<file path="config.mk">
export PLATFORM = sky130hd
export DESIGN_NAME = gf2m_operand_loader
export DESIGN_NICKNAME = d
export VERILOG_FILES = /design/src/rtl/gf2m_operand_loader.sv
export SDC_FILE = /design/constraint.sdc
export NUM_CORES = 1
export LEC_CHECK = 0
export ABC_AREA = 1
export CAP_MARGIN = 20
export CORE_UTILIZATION = 45
export DETAILED_ROUTE_END_ITERATION = 6
export PLACE_DENSITY = 0.74
export SLEW_MARGIN = 5
export SYNTH_ARGS = -nofsm -noshare
export SYNTH_HDL_FRONTEND = slang
export SYNTH_SLANG_ARGS = --single-unit
</file>
<file path="constraint.sdc">
create_clock -name clk -period 3.8 [get_ports clk]
set_input_delay 0.57 -clock clk [delete_from_list [all_inputs] [get_ports clk]]
set_output_delay 0.57 -clock clk [all_outputs]
set_load 0.02 [all_outputs]
</file>
<file path="src/rtl/gf2m_operand_loader.sv">
// gf2m_operand_loader: assembles a/g/b operands from a word stream, pulses start and
// holds the operands until the multiplier reports done.
module gf2m_operand_loader #(
  parameter int DATA_WIDTH = 163,
  parameter int DIGITAL    = 8,
  parameter int WORD_W     = 32,
  localparam int BWIDTH    = (DATA_WIDTH / DIGITAL + 1) * DIGITAL
) (
  input  logic                  clk,
  input  logic                  rst,
  input  logic [WORD_W-1:0]     in_data_i,
  input  logic                  in_valid_i,
  output logic                  in_ready_o,
  input  logic                  flush_i,
  output logic [DATA_WIDTH-1:0] op_a_o,
  output logic [DATA_WIDTH-1:0] op_g_o,
  output logic [BWIDTH-1:0]     op_b_o,
  output logic                  start_o,
  input  logic                  mul_done_i,
  output logic                  busy_o,
  output logic [15:0]           ops_issued_o
);
  localparam int MAXW  = (DATA_WIDTH > BWIDTH) ? DATA_WIDTH : BWIDTH;
  localparam int WPO   = (MAXW + WORD_W - 1) / WORD_W;
  localparam int TOTAL = 3 * WPO;
  localparam int IW    = $clog2(TOTAL);

  typedef enum logic [1:0] {S_LOAD, S_FIRE, S_WAIT} state_e;

  state_e                state_q, state_d;
  logic [IW-1:0]         idx_q, idx_d;
  logic                  in_ready_q, done_q;
  logic [15:0]           ops_q, ops_d;
  logic [DATA_WIDTH-1:0] op_a_q, op_a_d, op_g_q, op_g_d;
  logic [BWIDTH-1:0]     op_b_q, op_b_d;
  logic [IW-1:0]         seg, k;
  logic [31:0]           sh;
  logic                  last;

  assign seg  = idx_q / IW'(WPO);
  assign k    = idx_q % IW'(WPO);
  assign sh   = 32'(k) * 32'(WORD_W);
  assign last = idx_q == IW'(TOTAL - 1);

  always_comb begin
    state_d = state_q;
    idx_d   = idx_q;
    ops_d   = ops_q;
    op_a_d  = op_a_q;
    op_g_d  = op_g_q;
    op_b_d  = op_b_q;
    if (state_q == S_LOAD) begin
      if (flush_i) idx_d = '0;
      else if (in_valid_i && in_ready_q) begin
        idx_d   = last ? '0 : idx_q + IW'(1);
        state_d = last ? S_FIRE : S_LOAD;
        // Shifting into the operand width drops bits above the top of the operand.
        if (seg == IW'(0)) op_a_d = (op_a_q & ~(DATA_WIDTH'({WORD_W{1'b1}}) << sh)) | (DATA_WIDTH'(in_data_i) << sh);
        if (seg == IW'(1)) op_g_d = (op_g_q & ~(DATA_WIDTH'({WORD_W{1'b1}}) << sh)) | (DATA_WIDTH'(in_data_i) << sh);
        if (seg == IW'(2)) op_b_d = (op_b_q & ~(BWIDTH'({WORD_W{1'b1}}) << sh)) | (BWIDTH'(in_data_i) << sh);
      end
    end else if (state_q == S_FIRE) begin
      state_d = S_WAIT;
      ops_d   = ops_q + 16'd1;
    end else if (mul_done_i && !done_q) state_d = S_LOAD;
  end

  always_ff @(posedge clk or negedge rst) begin
    if (!rst) begin
      state_q    <= S_LOAD;
      idx_q      <= '0;
      in_ready_q <= 1'b0;
      done_q     <= 1'b0;
      ops_q      <= '0;
      op_a_q     <= '0;
      op_g_q     <= '0;
      op_b_q     <= '0;
    end else begin
      state_q    <= state_d;
      idx_q      <= idx_d;
      in_ready_q <= state_d == S_LOAD;
      done_q     <= mul_done_i;
      ops_q      <= ops_d;
      op_a_q     <= op_a_d;
      op_g_q     <= op_g_d;
      op_b_q     <= op_b_d;
    end
  end

  assign in_ready_o   = in_ready_q;
  assign op_a_o       = op_a_q;
  assign op_g_o       = op_g_q;
  assign op_b_o       = op_b_q;
  assign start_o      = state_q == S_FIRE;
  assign busy_o       = state_q != S_LOAD;
  assign ops_issued_o = ops_q;
endmodule

</file>
==> impl_metrics.tcl <==
set metrics [dict create \
    outcome "complete, but fails checks" \
    violations "DRC" \
    finalHoldViolations 0 \
    setup_violations 0 \
    dieArea_mm2 0.04919 \
    netlist_instances 2423 \
    hold_class "input pin to async pin" \
    synth_top_flop_cell "dfrtp_1" \
    max_stage_delay_ns 0.51 \
    finalSetupTns_ns 0 \
    synth_commonest_cells "nand2_1 (1029), dfrtp_1 (519), nand4_1 (498)" \
    syn_area_per_cell_um2 8.971 \
    r2r-end "op_g_o[83]" \
    critPathLaunchType "register" \
    yosysSeqAreaShare 0.5975 \
    numCtsBuffers 54 \
    wl_per_cell_um 24.92 \
    num_rows 80 \
    synth-edff-count 0 \
    worstSkewPairLatency_ns 0.61 \
    yosysTopAreaCell "dfrtp_1" \
    track_usage 0.3521 \
    nets 2925 \
    synth_area_leaders "dfrtp_1 (60%), nand2_1 (18%), nand4_1 (14%)" \
    muxShareOfSynthArea 0 \
    cap_violations 0 \
    yosysUniqueCellTypes 24 \
    path_cells "inv_1 > ha_1 > nand4_1 > nand2_2 > nand2_1 > nand2_1 > inv_1 > ha_1 > a21oi_4 > nand3_4 > nand3_1 > inv_4 > buf_4 > nand4_1 > nand2_1" \
    synth-compound-area-share 0.003684 \
    vdd_drop_max_v 0.0003976 \
    ioPinCount 550 \
    clk_path_buf_depth 3 \
    grt_max_degree 114 \
    synth-seq-cells 519 \
    async_flop_share 1.000 \
    drtPass1Iterations 7 \
    finClkSkew_ns 0.01874 \
    dpl_cell_area_mm2 0.02796 \
    root_buffer "clkbuf_16" \
    critPathArrivalTime_ns 4.04 \
    drc 2 \
    die_y_um 221.8 \
    routed_wl_um 88120 \
    portBuffers 549 \
    rsz0062_at_grt "false" \
    worst_ep_required_time_ns 4.33 \
    cts_tree "yes" \
    routabilityCongestion 0.8860 \
    num_antenna_cells 0 \
    clock.fmax_ghz 0.2849 \
    rrSetupSlack_ns 0.29 \
    critPathSlowestCell "buf_4" \
    synth_top_area_frac 0.5975 \
    ant_nets 0 \
    ctsHtreeMaxLevel 2 \
    start_util 0.4562 \
    synth_area_mm2 0.02174 \
    grt_antenna_before_repair 2 \
    vias 21226 \
    drtIter0Drc 2792 \
    p_per_area_mw_per_mm2 523.3 \
    syn2layout_area_growth_pct 37.62 \
    fill_cells 3856 \
    synth_top_family_by_area "simple AND/OR/NAND/NOR gates" \
    design_area_mm2 0.02991 \
    syn-num-nets 2467 \
    clock-sinks 519 \
    synth_warnings 0 \
    rr_worst_depth 15 \
    drive_above_1_share 0.07121 \
    synth_fa_ha_area_frac 0.004029 \
    tightestPinTransition_ns 1.259 \
    p_leak_uw 0.01505 \
    fin_crit_sh 0.9238 \
    coreArea_mm2 0.04765 \
    slew_headroom 0.1581 \
    path_class "register to register" \
    critPathMaxFanout 59 \
    avgViaCountPerCell 6.003 \
    r2r-start "idx_q[0]" \
    synth_most_common_cell "nand2_1" \
    drv_slew 0 \
    clkTransAtPathRegs_ns 0.06 \
    grt-ovfl-total 0 \
    holdBufCountCts 0 \
    dp_hpwl_um 55270 \
    die_w_um 221.8 \
    yosys.area_share.xor_xnor 0.007253 \
    grt_pass1_wl_um 131100 \
    cp-end-kind "register" \
    timing.final.crit_period_ns 3.510 \
    grt_pass1_vias 20444 \
    path_common_cell "nand2_1" \
    yosys.area_share.simple 0.3352 \
]
[cells by family after synthesis]
kind of cell | after synthesis
AO/OA/AOI/OAI | 12
XOR/XNOR | 18
adder cells (fa/ha/maj) | 7
buffers and inverters | 282
flip-flops | 519
AND/OR/NAND/NOR | 1585
[where the power goes]
group | switching [uW] | internal, uW
combinational | 2190 | 1430
clock | 2240 | 3170
sequential | 476 | 6150
[worst max-delay path by stage]
stage,start,endpoint,slack [ns],cells past startpoint
2_1_floorplan,idx_q[4],op_b_o[133],0.97,17
3_3_place_gp,idx_q[1],op_a_o[88],0.45,17
4_1_cts,idx_q[1],op_a_o[89],0.15,17
5_1_grt,idx_q[1],op_b_o[167],0.01,17
3_5_place_dp,idx_q[1],op_a_o[90],0.18,17
6_report,idx_q[0],op_g_o[83],0.29,15
[cell usage in the layout, fill, tap and decap left out, drive strengths merged]
cell type,netlist,final
bufinv,0,4
o211ai,1,1
buf,80,101
ha,7,7
o21ai,5,5
xnor2,7,7
clkdlybuf4s50,0,548
nand3,38,38
nand3b,1,1
xor2,11,11
clkinvlp,0,1
o22ai,5,5
a21oi,1,1
nand2,1030,1030
clkinv,1,12
clkbuf,168,81
inv,33,33
dfrtp,519,519
nor3,3,3
nor2,15,15
nand4,498,498
[layer usage]
metal / vias to the layer above / global-route usage / part of all wire
met2: 1434 / 0.5267 / 0.44
met4: 0 / 0.1613 / 0.049
met3: 246 / 0.09833 / 0.12
li1: 9105 / - / -
met1: 10441 / 0.4772 / 0.39
met5: - / 0 / 0
[state kept, by name (all words and copies together), names as in the netlist]
register	cells
op_b_o	168
idx_q	5
op_g_o	163
in_ready_o	1
done_q	1
ops_issued_o	16
op_a_o	163
state_q	2
[timing repair]
item | CTS | global route
resized for setup | 0 | 11
buffers inserted | 0 | 5
setup endpoints to repair | 0 | 487
endpoints found under the hold margin | 0 | 0
[layout make-up]
cell class | instances | area (um2) | share of cell area
Sequential cell | 519 | 12990 | 0.4342
Multi-Input combinational cell | 1622 | 7651 | 0.2558
Timing Repair Buffer | 650 | 6541 | 0.2187
Clock buffer | 80 | 1640 | 0.05484
Tap cell | 615 | 769.5 | 0.02572
Clock inverter | 16 | 165.2 | 0.005521
Inverter | 34 | 158.9 | 0.005312
[critical path: cells and delay by family (launching register included)]
family,cells,cell delay [ns]
buf+inv,4,1.20
fa+ha+maj,2,0.50
simple gates,8,1.08
compound gates,1,0.08
flops,1,0.48
[per-stage QoR]
stage            util  total power (uW)  setup WS (ns)  cells  hold WS, ns
5_1_grt        0.6278             16130        0.01031   3536      0.07198
2_1_floorplan       -              8156         0.9746   2423       0.2744
3_3_place_gp   0.5866             10190         0.4450   3431       0.4526
4_1_cts        0.6248             15650         0.1450   3528      0.06940
6_report       0.6278             15660         0.2896   3536     0.003558
3_5_place_dp   0.5869             10240         0.1848   3432       0.4572
Power figures use the tool's default switching activity.
